`src/rtl/multi_dataflow_package.sv`:
```
// Shared types and sizing for the multi-dataflow engine controller.
// Holds the FSM state encoding and the counter-width rule.
package multi_dataflow_package;

   typedef enum logic [1:0] {
      IDLE  = 2'd0,
      START = 2'd1,
      RUN   = 2'd2,
      DONE  = 2'd3
   } engine_state_t;

   // One extra bit so a counter can hold the full CNT_LEN value.
   function automatic int unsigned cnt_w(input int unsigned len);
      return $clog2(len) + 1;
   endfunction

   localparam int unsigned CNT_W = cnt_w(1024);

endpackage

```
`src/rtl/multi_dataflow_out_counter.sv`:
```
// One output-stream channel: latched limit, saturating transfer counter,
// sticky overrun flag and a 'reached' indication for the completion check.
module multi_dataflow_out_counter #(
   parameter int unsigned CW = 11
) (
   input  logic          clk_i,
   input  logic          rst_ni,
   input  logic          clear_i,
   input  logic          load_i,
   input  logic          count_en_i,
   input  logic          hs_i,
   input  logic [CW-1:0] limit_i,
   output logic [CW-1:0] cnt_o,
   output logic          overrun_o,
   output logic          reached_o
);

   logic [CW-1:0] lim_q;
   logic          active;

   // A zero limit masks the channel: it is always reached and never counts.
   assign active    = (lim_q != '0);
   assign reached_o = !active || (cnt_o == lim_q);

   always_ff @(posedge clk_i or negedge rst_ni) begin
      if (!rst_ni) begin
         lim_q     <= '0;
         cnt_o     <= '0;
         overrun_o <= 1'b0;
      end else if (clear_i) begin
         lim_q     <= '0;
         cnt_o     <= '0;
         overrun_o <= 1'b0;
      end else if (load_i) begin
         lim_q     <= limit_i;
         cnt_o     <= '0;
         overrun_o <= 1'b0;
      end else if (count_en_i && hs_i && active) begin
         if (cnt_o < lim_q) begin
            cnt_o <= cnt_o + 1'b1;
         end else begin
            overrun_o <= 1'b1;
         end
      end
   end

endmodule

```
`src/rtl/multi_dataflow_engine_ctrl.sv`:
```
// Engine controller: launches the kernel, counts output-stream handshakes on
// N_OUT channels and pulses done once every active channel reaches its limit.
module multi_dataflow_engine_ctrl
   import multi_dataflow_package::*;
#(
   parameter int unsigned N_OUT            = 1,
   parameter int unsigned CNT_LEN          = 1024,
   parameter bit          WAIT_KERNEL_DONE = 1'b1
) (
   input  logic                                    clk_i,
   input  logic                                    rst_ni,
   input  logic                                    clear_i,
   input  logic                                    enable_i,
   input  logic                                    start_i,
   input  logic [N_OUT-1:0][cnt_w(CNT_LEN)-1:0]    cnt_limit_i,
   input  logic [N_OUT-1:0]                        out_valid_i,
   input  logic [N_OUT-1:0]                        out_ready_i,
   input  logic                                    kernel_done_i,
   input  logic                                    kernel_idle_i,
   output logic                                    kernel_start_o,
   output logic [N_OUT-1:0][cnt_w(CNT_LEN)-1:0]    cnt_o,
   output logic [N_OUT-1:0]                        overrun_o,
   output logic                                    done_o,
   output logic                                    ready_o,
   output logic                                    busy_o,
   output engine_state_t                           state_o
);

   localparam int unsigned CW = cnt_w(CNT_LEN);

   // Handshake taps are observe-only: a transfer is valid & ready in the same cycle.
   engine_state_t    state_q, state_d;
   logic [N_OUT-1:0] reached;
   logic             all_reached;
   logic             load;
   logic             count_en;
   logic             kdone_q;

   assign ready_o     = (state_q == IDLE) & kernel_idle_i;
   assign load        = ready_o & start_i & enable_i;
   assign count_en    = (state_q == RUN) & enable_i;
   assign all_reached = &reached;
   assign state_o     = state_q;

   for (genvar g = 0; g < N_OUT; g++) begin : g_chan
      multi_dataflow_out_counter #(
         .CW (CW)
      ) u_cnt (
         .clk_i      (clk_i),
         .rst_ni     (rst_ni),
         .clear_i    (clear_i),
         .load_i     (load),
         .count_en_i (count_en),
         .hs_i       (out_valid_i[g] & out_ready_i[g]),
         .limit_i    (cnt_limit_i[g]),
         .cnt_o      (cnt_o[g]),
         .overrun_o  (overrun_o[g]),
         .reached_o  (reached[g])
      );
   end

   // In START the counters are freshly zeroed, so all_reached means every limit is 0.
   always_comb begin
      state_d = state_q;
      case (state_q)
         IDLE:    if (load) state_d = START;
         START:   if (enable_i) state_d = all_reached ? DONE : RUN;
         RUN:     if (enable_i && all_reached && (kdone_q || !WAIT_KERNEL_DONE)) state_d = DONE;
         DONE:    if (enable_i) state_d = IDLE;
         default: state_d = IDLE;
      endcase
   end

   always_ff @(posedge clk_i or negedge rst_ni) begin
      if (!rst_ni) begin
         state_q        <= IDLE;
         kdone_q        <= 1'b0;
         kernel_start_o <= 1'b0;
         done_o         <= 1'b0;
         busy_o         <= 1'b0;
      end else if (clear_i) begin
         state_q        <= IDLE;
         kdone_q        <= 1'b0;
         kernel_start_o <= 1'b0;
         done_o         <= 1'b0;
         busy_o         <= 1'b0;
      end else begin
         state_q <= state_d;
         if (load) begin
            kdone_q <= 1'b0;
         end else if (kernel_done_i && (state_q == START || state_q == RUN)) begin
            kdone_q <= 1'b1;
         end
         // Pulses fire on state entry only, so a frozen state does not repeat them.
         kernel_start_o <= (state_d == START) && (state_q != START);
         done_o         <= (state_d == DONE) && (state_q != DONE);
         busy_o         <= (state_d != IDLE);
      end
   end

endmodule
```
`config.mk`:
```
export PLATFORM = sky130hd
export DESIGN_NAME = multi_dataflow_engine_ctrl
export DESIGN_NICKNAME = d
export VERILOG_FILES = /design/src/rtl/multi_dataflow_package.sv /design/src/rtl/multi_dataflow_out_counter.sv /design/src/rtl/multi_dataflow_engine_ctrl.sv
export SDC_FILE = /design/constraint.sdc
export NUM_CORES = 1
export LEC_CHECK = 0
export BUFFER_PORTS_ARGS = -buffer_cell sky130_fd_sc_hd__buf_2
export CAP_MARGIN = 20
export CORE_ASPECT_RATIO = 1.25
export CORE_UTILIZATION = 55
export DETAILED_ROUTE_END_ITERATION = 6
export PLACE_DENSITY_LB_ADDON = 0.12
export SLEW_MARGIN = 20
export SYNTH_ARGS = -nofsm -noshare
export SYNTH_HDL_FRONTEND = slang
export SYNTH_HIERARCHICAL = 1
export SYNTH_SLANG_ARGS = --single-unit
export TNS_END_PERCENT = 5
```
`constraint.sdc`:
```
create_clock -name clk_i -period 3.6 [get_ports clk_i]
set_input_delay 0.36 -clock clk_i [delete_from_list [all_inputs] [get_ports clk_i]]
set_output_delay 0.36 -clock clk_i [all_outputs]
set_load 0.005 [all_outputs]
```
==> Word-level counts from Yosys, hierarchy flattened <==
Cells that the tools add are included.
{ "classes": {"addsub": 1, "n_lt_le_gt_ge": 1, "n_eq_ne": 9, "n_mux": 23, "n_bitwise": 5, "reduce_logical": 19} }
{ "ops": {"columns": ["op", "count"], "rows": [
  ["two-way mux 11 bit", 6],
  ["adder 11 x 1 -> 11 bit (second input constant)", 1],
  ["== test 11 bit", 1],
  ["< comparator 11 bit", 1],
  ["two-way mux 1 bit", 11],
  ["nonzero test 11 bit", 1],
  ["two-way mux 2 bit", 5],
  ["nonzero test 3 bit", 3],
  ["case mux 2 bit (4 select lines)", 1],
  ["logical AND 1 bit", 7],
  ["== test 2 bit (second input constant)", 3],
  ["AND 1 bit", 5],
  ["== test 2 x 1 -> 1 bit (second input constant)", 2],
  ["AND reduction 2 bit", 2],
  ["nonzero test 2 bit", 2],
  ["!= test 3 x 2 -> 1 bit (second input constant)", 1],
  ["zero test 2 bit", 1],
  ["logical OR 1 bit", 2],
  ["!= test 2 x 1 -> 1 bit (second input constant)", 1],
  ["!= test 2 bit (second input constant)", 1],
  ["zero test 1 bit", 1]
]} }
{ "totals": {"register_bits": 29, "in_bits": 20, "out_inout_bits": 18, "word_cells": 66} }

==> Depth between registers and ports, before layout <==
Gate-level depths: netlist (run 1).
{ "logic_depth": {"depth_word": 10, "ltp_mapped": 10} }

==> Hierarchy <==
The synthesis (run 1) kept the hierarchy.
{ "by_module_without_submodules": {"columns": ["mod", "n_inst", "cells_per_inst", "area_per_inst_um2", "seq_area_each_um2"], "rows": [
  ["multi_dataflow_out_counter", 1, 145, 1361.3, 575.6],
  ["multi_dataflow_engine_ctrl", 1, 36, 360.3, 150.1]
]} }

==> Least setup slack after synthesis (run 1) <==
No wires, ideal clock.
{ "synth_path": {"path_kind": "reg2reg", "from": "register g_chan[0].u_cnt.cnt_o[2]", "to": "register g_chan[0].u_cnt.cnt_o[10]", "setup_ns": 0.078, "arrival_time_ns": 2.152, "required_time_ns": 3.522, "setup_slack_ns": 1.370, "stages_incl_launch_ff": 9, "path_buffers": 1, "path_cell_list": "dfrtp_1 -> ha_1 -> a21oi_2 -> o21ai_1 -> a221oi_2 -> o211ai_2 -> buf_6 -> or4_1 -> a21oi_1"} }
{ "synth_between": {"elab_chain_len": 5} }
{ "synth_lines": {"columns": ["item", "line", "text"], "rows": [
  ["start, declared", "multi_dataflow_out_counter.sv:13", "output logic [CW-1:0] cnt_o,"],
  ["start signal, assigned", "multi_dataflow_out_counter.sv:40", "cnt_o <= cnt_o + 1'b1;"],
  ["adder 11 x 1 -> 11 bit", "multi_dataflow_out_counter.sv:40", null],
  ["two-way mux 11 bit", "multi_dataflow_out_counter.sv:39", "if (cnt_o < lim_q) begin"],
  ["two-way mux 11 bit", "multi_dataflow_out_counter.sv:38", "end else if (count_en_i && hs_i && active) begin"],
  ["two-way mux 11 bit", "multi_dataflow_out_counter.sv:34", "end else if (load_i) begin"],
  ["two-way mux 11 bit", "multi_dataflow_out_counter.sv:30", "end else if (clear_i) begin"]
]} }
Several ways; a longest one is shown, not always the timed one. The select of a mux whose other input is x is not followed.
A chain may end at the register's enable or synchronous reset.

==> Worst setup path in the final report (run 1) <==
{ "layout_path": {"from": "register g_chan[0].u_cnt.cnt_o[2]", "to": "register g_chan[0].u_cnt.cnt_o[8]"} }
Same word-level chain as after synthesis.

==> results.json, run 1 <==
{
  "outcome": "complete, no violations",
  "cp_max_fo": 21,
  "ys_seq_elements": 29,
  "p_switching_uw": 203,
  "rsz0062_at_grt": "no",
  "post_cts_buffers": 0,
  "via_per_inst": 5.72,
  "gp_congestion": 0.760,
  "synth.area.top_cells": "dfrtp_1 (42%), ha_1 (12%), mux2i_1 (6.4%), a21oi_1 (4.1%), inv_1 (3.9%)",
  "core.rowCount": 22,
  "power_leakage_nw": 0.972,
  "tightest_slew_ns": 0.743,
  "nFillCells": 231,
  "fin_setup_tns_ns": 0,
  "end_kind": "register",
  "hp-class": "in -> async",
  "async_flop_share": 1.00,
  "fmax_mhz": 388,
  "route.detailed.drc": 0,
  "antenna_left": 0,
  "fin_crit_sh": 0.716,
  "synth_top_cell_by_area": "dfrtp_1",
  "ctsResizeCount": 0,
  "fin_nets": 258,
  "die_w_um": 52.0,
  "wl_per_cell_um": 14.8,
  "synth_top_area_frac": 0.422,
  "fin_skew_ns": 0.0116,
  "die-height_um": 64.6,
  "ir_drop_v": 0.000268,
  "vias": 1475,
  "grt_pass1_wl_um": 6580,
  "syn_to_final_growth_pct": 16.3,
  "drt_wl_total_um": 3810,
  "cts-root-buf": "clkbuf_4",
  "initialDrtViolationCount": 26,
  "p_int_uw": 505,
  "critPathKind": "reg -> reg",
  "io_pins": 38,
  "grt_antenna_before_repair": 0,
  "start_util": 0.585,
  "swShare": 0.287,
  "total_power_uw": 708,
  "syn_inst": 181,
  "die-area_um2": 3360,
  "syn_area_per_cell_um2": 9.51,
  "ys_types": 37,
  "grt_pass1_vias": 1450,
  "drive_gt1_frac": 0.234,
  "pwr-share-clk": 0.323,
  "final-max-slew-violation-count": 0,
  "cts_max_level": 2,
  "firstDrtPassIters": 4,
  "coreArea_um2": 2950,
  "yosysSeqAreaShare": 0.422,
  "numPortBuffers": 37,
  "cts_hold_buf": 0,
  "min_period_ns": 2.58,
  "cp.required_ns": 3.85,
  "syn_area_um2": 1720,
  "maxCapViolations": 0,
  "clock_latency_ns": 0.33,
  "cp.arrival_ns": 2.83,
  "cts_made_buffers": 5,
  "synth_common_cells": "dfrtp_1 (29), inv_1 (18), ha_1 (17), nor2_1 (17), a21oi_1 (14)",
  "p_seq_frac": 0.493,
  "synth_edf_count": 0,
  "globalRouteOverflowTotal": 0,
  "grt_start_max_net_pins": 30,
  "dp_hpwl_um": 2860,
  "cts_tree": "done",
  "yosysMostFrequentCell": "dfrtp_1",
  "ys.flop_type": "dfrtp_1",
  "synthesis.nets": 218,
  "final_hold_viol_count": 0,
  "slew_headroom": 0.503,
  "worstSetupStartpointType": "register",
  "clk_pin_slew_ns": 0.10,
  "setup_viol": 0,
  "cts_sinks": 29,
  "num_antenna_cells": 0,
  "grt_usage": 0.267,
  "power_density_nw_per_um2": 354,
  "clockBufferDepth": 2,
  "p_comb_frac": 0.184,
  "ys_warn_count": 6
}
metal layers:
| metal | up-vias | wire, um | track usage |
|---|---|---|---|
| met1 | 707 | 1690 | 0.326 |
| li1 | 724 | - | - |
| met5 | - | 0 | 0 |
| met3 | 8 | 132 | 0.0657 |
| met4 | 0 | 71 | 0.105 |
| met2 | 36 | 1920 | 0.441 |
critical path, stage by stage, from the launching register on:
cell and delay [ns]:
dfrtp_1 0.45, ha_1 0.37, a21oi_2 0.12, o21ai_1 0.08, a221oi_2 0.34, o211ai_2 0.38
or4_1 0.61, a21oi_1 0.16
placed cells by master (no fill, tap or decap), types with 2 or more instances in the layout:
cell type,instances
buf_2,37
nor3_1,5
mux2i_1,11
clkbuf_4,5
clkbuf_8,2
a21oi_1,14
and2_1,2
inv_1,18
or4_1,5
o31ai_1,5
o21ai_0,7
ha_1,17
nand2_1,10
nor4_1,2
nor2_1,17
nand3_1,7
nand4_1,3
or3_1,6
dfrtp_1,29
a221o_1,2
per-stage QoR:
step | utilization | cells | cell area (um2) | setup WS [ns] | hold WS, ns
2_1_floorplan | - | 181 | 1720 | 1.37 | 0.0644
3_3_place_gp | 0.656 | 250 | 1930 | 1.19 | 0.416
3_5_place_dp | 0.656 | 250 | 1930 | 1.08 | 0.418
4_1_cts | 0.680 | 258 | 2000 | 1.06 | 0.0565
5_1_grt | 0.680 | 258 | 2000 | 0.874 | 0.0680
6_report | 0.680 | 258 | 2000 | 1.02 | 0.0338
path summary, 6_finish.rpt:
| check | from | to | slack [ns] | cells after the start |
|---|---|---|---|---|
| max | g_chan[0].u_cnt/cnt_o[2] | g_chan[0].u_cnt/cnt_o[8] | 1.02 | 7 |
| min in group clk_i | cnt_limit_i[9] | g_chan[0].u_cnt/lim_q[9] | 0.27 | 3 |
| max in group asynchronous | rst_ni | g_chan[0].u_cnt/lim_q[0] | 3.15 | 1 |
| min | rst_ni | g_chan[0].u_cnt/cnt_o[9] | 0.03 | 1 |
| max reg2reg | g_chan[0].u_cnt/cnt_o[2] | g_chan[0].u_cnt/cnt_o[8] | 1.02 | 7 |
| min reg2reg | g_chan[0].u_cnt/overrun_o | g_chan[0].u_cnt/overrun_o | 0.55 | 2 |
area by class of cell:
cell class                      count  area [um2]  area share
Clock buffer                        7        65.1      0.0325
Clock inverter                      1        5.00     0.00250
Multi-Input combinational cell    129         901       0.450
Sequential cell                    29         726       0.363
Timing Repair Buffer               38         193      0.0963
Tap cell                           36        45.0      0.0225
Inverter                           18        67.6      0.0338
registers in the layout (all words and copies together), names as in the netlist:
register / count
g_chan.u_cnt/cnt_o: 11
g_chan.u_cnt/lim_q: 11
state_o: 2
kdone_q: 1
g_chan.u_cnt/overrun_o: 1
done_o: 1
busy_o: 1
kernel_start_o: 1
logic make-up after synthesis:
family | after synthesis | synth area share
DFF | 29 | 0.422
buffers and inverters | 23 | 0.0552
xor gates and xnor gates | 1 | 0.00509
and+or+nand+nor | 63 | 0.189
adders and majority gates | 17 | 0.124
muxes | 11 | 0.0640
AOI/OAI and AO/OA | 37 | 0.142
power by group through the flow:
stage	clock [mW]	combinational (mW)	sequential (mW)
floorplan	0	0.0895	0.354
global route	0.252	0.146	0.351
detailed placement	0	0.129	0.356
CTS	0.233	0.130	0.349
finish	0.229	0.130	0.349
global placement	0	0.124	0.355
Power figures use the tool's default switching activity.
==> run 2, diff against run 1 <==
Settings changed: CORE_UTILIZATION 55 to 48.
Clock period 3.6 ns to 2.2 ns, I/O delays scaled along.
==> run 2 against run 1 <==
Compared with the run above:
- the flow now finishes with violations (setup timing)
- non-clock buffer count is 31 higher
- combinational power grew to 2.6 times the previous value
- core utilization is 5.6 points higher
- clock power is 84% higher
- first-iteration DRC count grew to 2.8 times the previous value
- final area is 22% higher
- total power is 86% higher
- global-route usage is 2.1 points lower
- highest routed layer unchanged
==> results.json, run 2 (synthesis gave the netlist of run 1 again) <==
{
  "grt_start_max_net_pins": 30,
  "dp.cells": 277,
  "num_antenna_cells": 0,
  "numPortBuffers": 37,
  "fin_setup_tns_ns": -0.386,
  "grt_usage": 0.246,
  "clock_latency_ns": 0.28,
  "initialDrtViolationCount": 73,
  "rsz0062_at_grt": "yes",
  "drive_gt1_frac": 0.406,
  "grt_pass1_vias": 1671,
  "route.detailed.drc": 0,
  "die-area_um2": 3830,
  "power_density_nw_per_um2": 542,
  "fmax_mhz": 427,
  "firstDrtPassIters": 4,
  "fin_nets": 290,
  "grt_antenna_before_repair": 0,
  "final_area_um2": 2430,
  "setup_viol": 7,
  "total_power_mw": 1.32,
  "cts-root-buf": "clkbuf_8",
  "globalRouteOverflowTotal": 0,
  "fin_skew_ns": 0.00362,
  "hold_ws_ns": 0.185,
  "coreArea_um2": 3310,
  "min_period_ns": 2.34,
  "drt_wl_total_um": 4700,
  "end_kind": "register",
  "worstSetupStartpointType": "register",
  "final-max-slew-violation-count": 0,
  "cp.arrival_ns": 2.54,
  "hp-class": "in -> reg",
  "clk_pin_slew_ns": 0.06,
  "syn_to_final_growth_pct": 41.4,
  "pre_cts_ws_ns": -0.0943,
  "core.rowCount": 23,
  "layout.cells.non_filler": 291,
  "cp.required_ns": 2.40,
  "fin_util": 0.735,
  "cts_tree": "done",
  "ir_drop_v": 0.000455,
  "critPathKind": "reg -> reg",
  "fin_ws_ns": -0.142,
  "cp_max_fo": 4,
  "outcome": "complete, but fails checks",
  "slew_headroom": 0.549,
  "die_w_um": 55.6,
  "die-height_um": 69.0,
  "layout_commonest_cell": "buf_2",
  "dpl-instance-area_um2": 2140,
  "antenna_left": 0,
  "cts_sinks": 29,
  "vias": 1705,
  "violations": "setup timing",
  "cts_max_level": 2,
  "grt_pass1_wl_um": 7210,
  "clockBufferDepth": 2,
  "wl_per_cell_um": 16.1,
  "cts_made_buffers": 5,
  "tightest_slew_ns": 0.677,
  "dp_hpwl_um": 3140,
  "final_hold_viol_count": 0,
  "maxCapViolations": 0,
  "start_util": 0.520,
  "fin_crit_sh": 1.06,
  "power_leakage_nw": 1.18,
  "via_per_inst": 5.86,
  "gp_congestion": 0.870,
  "io_pins": 38,
  "final_cell_mix": "buf_2 (37), dfrtp_1 (29), buf_4 (29), inv_1 (17), nor2_1 (17)"
}
run 2: worst max-delay path, cell delays in order, from the launching register on:
cell	delay, ns
dfrtp_1	0.38
inv_1	0.11
ha_4	0.21
a211oi_2	0.22
o21ai_0	0.13
or3b_4	0.29
o211ai_1	0.18
or4_1	0.59
a21oi_2	0.15
run 2: cell type report:
cell class	count	area [um2]
Clock buffer	6	72.6
Inverter	18	67.6
Tap cell	37	46.3
Clock inverter	2	10.0
Timing Repair Buffer	69	435
Multi-Input combinational cell	130	1080
Sequential cell	29	726
Fill cell	231	876
run 2: metal layers:
layer | up-vias | track usage | wire, um
li1 | 798 | - | -
met1 | 829 | 0.264 | 1840
met2 | 60 | 0.447 | 2470
met3 | 18 | 0.0560 | 235
met4 | 0 | 0.156 | 142
met5 | - | 0 | 0
run 2: worst paths after layout:
kind / start / endpoint / slack (ns) / depth (start not counted)
max: g_chan[0].u_cnt/lim_q[6] / g_chan[0].u_cnt/cnt_o[5] / -0.14 / 8
min: cnt_limit_i[7] / g_chan[0].u_cnt/lim_q[7] / 0.18 / 3
max reg2reg: g_chan[0].u_cnt/lim_q[6] / g_chan[0].u_cnt/cnt_o[5] / -0.14 / 8
min reg2reg: g_chan[0].u_cnt/overrun_o / g_chan[0].u_cnt/overrun_o / 0.53 / 2
max in group asynchronous: rst_ni / g_chan[0].u_cnt/lim_q[7] / 1.25 / 2
min in group asynchronous: rst_ni / g_chan[0].u_cnt/cnt_o[4] / 0.51 / 2
run 2: timing repair:
action                                  4_1_cts  5_1_grt
hold buffers                                  1        0
hold endpoints to repair                     19        0
buffers inserted                              1        3
cloned                                        1        0
endpoints found under the setup margin       11       14
pin swaps                                    13       17
gates resized for setup                      16       13
run 2: report_power, final:
part / total [mW] / switching, mW / internal (mW)
Sequential: 0.567 / 0.0131 / 0.554
Clock: 0.421 / 0.202 / 0.219
Combinational: 0.332 / 0.169 / 0.163
==> run 3, diff against run 2 <==
Settings changed: CTS_BUF_LIST from default to sky130_fd_sc_hd__clkbuf_8 sky130_fd_sc_hd__clkbuf_16.
==> run 3 against run 2 <==
Compared with the run above:
- the flow still finishes with violations (setup timing)
- cell count did not move
- worst setup slack did not move
- core utilization did not move
- hold slack barely moved
- sequential share of layout area did not move
- clock-buffer cell count fell by 1
- total power fell by 0.32%
- sequential cell count did not move
- sequential power barely moved
- first-iteration DRC count did not move
- clock power fell by 1%
- critical path type unchanged
- highest routed layer unchanged
==> results.json, run 3 (synthesis gave the netlist of run 1 again) <==
{
  "start_util": 0.520,
  "drt_wl_total_um": 4700,
  "setup_viol": 7,
  "die-area_um2": 3830,
  "firstDrtPassIters": 4,
  "path_cells": "inv_1 > ha_4 > a211oi_2 > o21ai_0 > or3b_4 > o211ai_1 > or4_1 > a21oi_2",
  "syn_to_final_growth_pct": 41.4,
  "slew_headroom": 0.549,
  "tightest_slew_ns": 0.677,
  "max_stage_delay_ns": 0.59,
  "hold_ws_ns": 0.184,
  "dp.cells": 277,
  "final_cell_mix": "buf_2 (37), dfrtp_1 (29), buf_4 (29), inv_1 (18), nor2_1 (17)",
  "cp_slowest_cell": "or4_1",
  "cts-root-buf": "clkbuf_8",
  "final_hold_viol_count": 0,
  "grt_antenna_before_repair": 0,
  "cts_sinks": 29,
  "cts_tree": "done",
  "cp_num_buf_inv": 1,
  "rsz0062_at_grt": "yes",
  "antenna_left": 0,
  "clk_pin_slew_ns": 0.06,
  "gp_congestion": 0.870,
  "fin_ws_ns": -0.142,
  "fmax_mhz": 427,
  "power_leakage_nw": 1.18,
  "fin_nets": 290,
  "die_w_um": 55.6,
  "worstSetupStartpointType": "register",
  "maxCapViolations": 0,
  "route.detailed.drc": 0,
  "cp_max_fo": 4,
  "io_pins": 38,
  "dp_hpwl_um": 3140,
  "end_kind": "register",
  "final-max-slew-violation-count": 0,
  "core.rowCount": 23,
  "globalRouteOverflowTotal": 0,
  "outcome": "complete, but fails checks",
  "cp.arrival_ns": 2.54,
  "power_density_nw_per_um2": 541,
  "drive_gt1_frac": 0.406,
  "ir_drop_v": 0.000455,
  "grt_start_max_net_pins": 30,
  "layout.cells.non_filler": 291,
  "die-height_um": 69.0,
  "fin_crit_sh": 1.06,
  "grt_usage": 0.246,
  "coreArea_um2": 3310,
  "violations": "setup timing",
  "cp.required_ns": 2.40,
  "numPortBuffers": 37,
  "cts_max_level": 2,
  "nFillCells": 231,
  "hp-class": "in -> reg",
  "fin_util": 0.735,
  "min_period_ns": 2.34,
  "layout_commonest_cell": "buf_2",
  "num_antenna_cells": 0,
  "cts_made_buffers": 5,
  "grt_pass1_wl_um": 7210,
  "grt_pass1_vias": 1671,
  "crit_family": "simple AND/OR/NAND/NOR gates",
  "clockBufferDepth": 2,
  "critPathKind": "reg -> reg",
  "clock_latency_ns": 0.28,
  "via_per_inst": 5.86,
  "wl_per_cell_um": 16.1,
  "fin_skew_ns": 0.00362,
  "vias": 1705,
  "initialDrtViolationCount": 73
}
-- run 3: what timing repair did --
item                                    CTS  global route
hold endpoints to repair                 19             0
hold buffers                              1             0
resized for setup                        16            13
endpoints found under the setup margin   11            14
gates cloned                              1             0
buffers inserted                          1             3
pin swaps                                13            17
-- run 3: power by group --
part	total, mW	switching, mW	internal (mW)
sequential	0.567	0.0131	0.554
combinational	0.332	0.169	0.163
clock	0.416	0.202	0.214
total	1.32	0.384	0.932
-- run 3: tightest hold or removal path, delay by kind of cell --
kind	cells	cell delay [ns]
buffers and inverters	1	0.08
muxes	1	0.05
and+or+nand+nor	1	0.07
-- run 3: per-layer routing --
metal	global-route usage	wire length [um]
met5	0	0
met2	0.447	2470
met4	0.156	142
met1	0.264	1840
met3	0.0560	235
-- run 3: cell type report --
cell class,count,area [um2],area share
multi-input combinational,130,1080,0.442
timing repair buffer,69,435,0.179
sequential,29,726,0.298
tap,37,46.3,0.0190
clock buffer,5,68.8,0.0283
inverter,18,67.6,0.0278
clock inverter,3,13.8,0.00566
-- run 3: final timing paths --
check	slack, ns	endpoint	cells past startpoint	startpoint
worst max register to register	-0.14	g_chan[0].u_cnt/cnt_o[5]	8	g_chan[0].u_cnt/lim_q[6]
max in group asynchronous	1.25	g_chan[0].u_cnt/lim_q[7]	2	rst_ni
min in group asynchronous	0.51	g_chan[0].u_cnt/cnt_o[4]	2	rst_ni
worst min register to register	0.53	g_chan[0].u_cnt/overrun_o	2	g_chan[0].u_cnt/overrun_o
worst max-delay path	-0.14	g_chan[0].u_cnt/cnt_o[5]	8	g_chan[0].u_cnt/lim_q[6]
worst min-delay path	0.18	g_chan[0].u_cnt/lim_q[7]	3	cnt_limit_i[7]
-- run 3: stage by stage --
step,setup WS (ns),instance area (um2),power [mW],setup TNS [ns]
2_1_floorplan,0.0281,1730,0.726,0
3_5_place_dp,-0.0943,2140,0.829,-0.668
6_report,-0.142,2430,1.32,-0.387
4_1_cts,-0.0477,2340,1.28,-0.246
5_1_grt,-0.203,2430,1.38,-1.58
3_3_place_gp,-0.0622,2140,0.820,-0.290
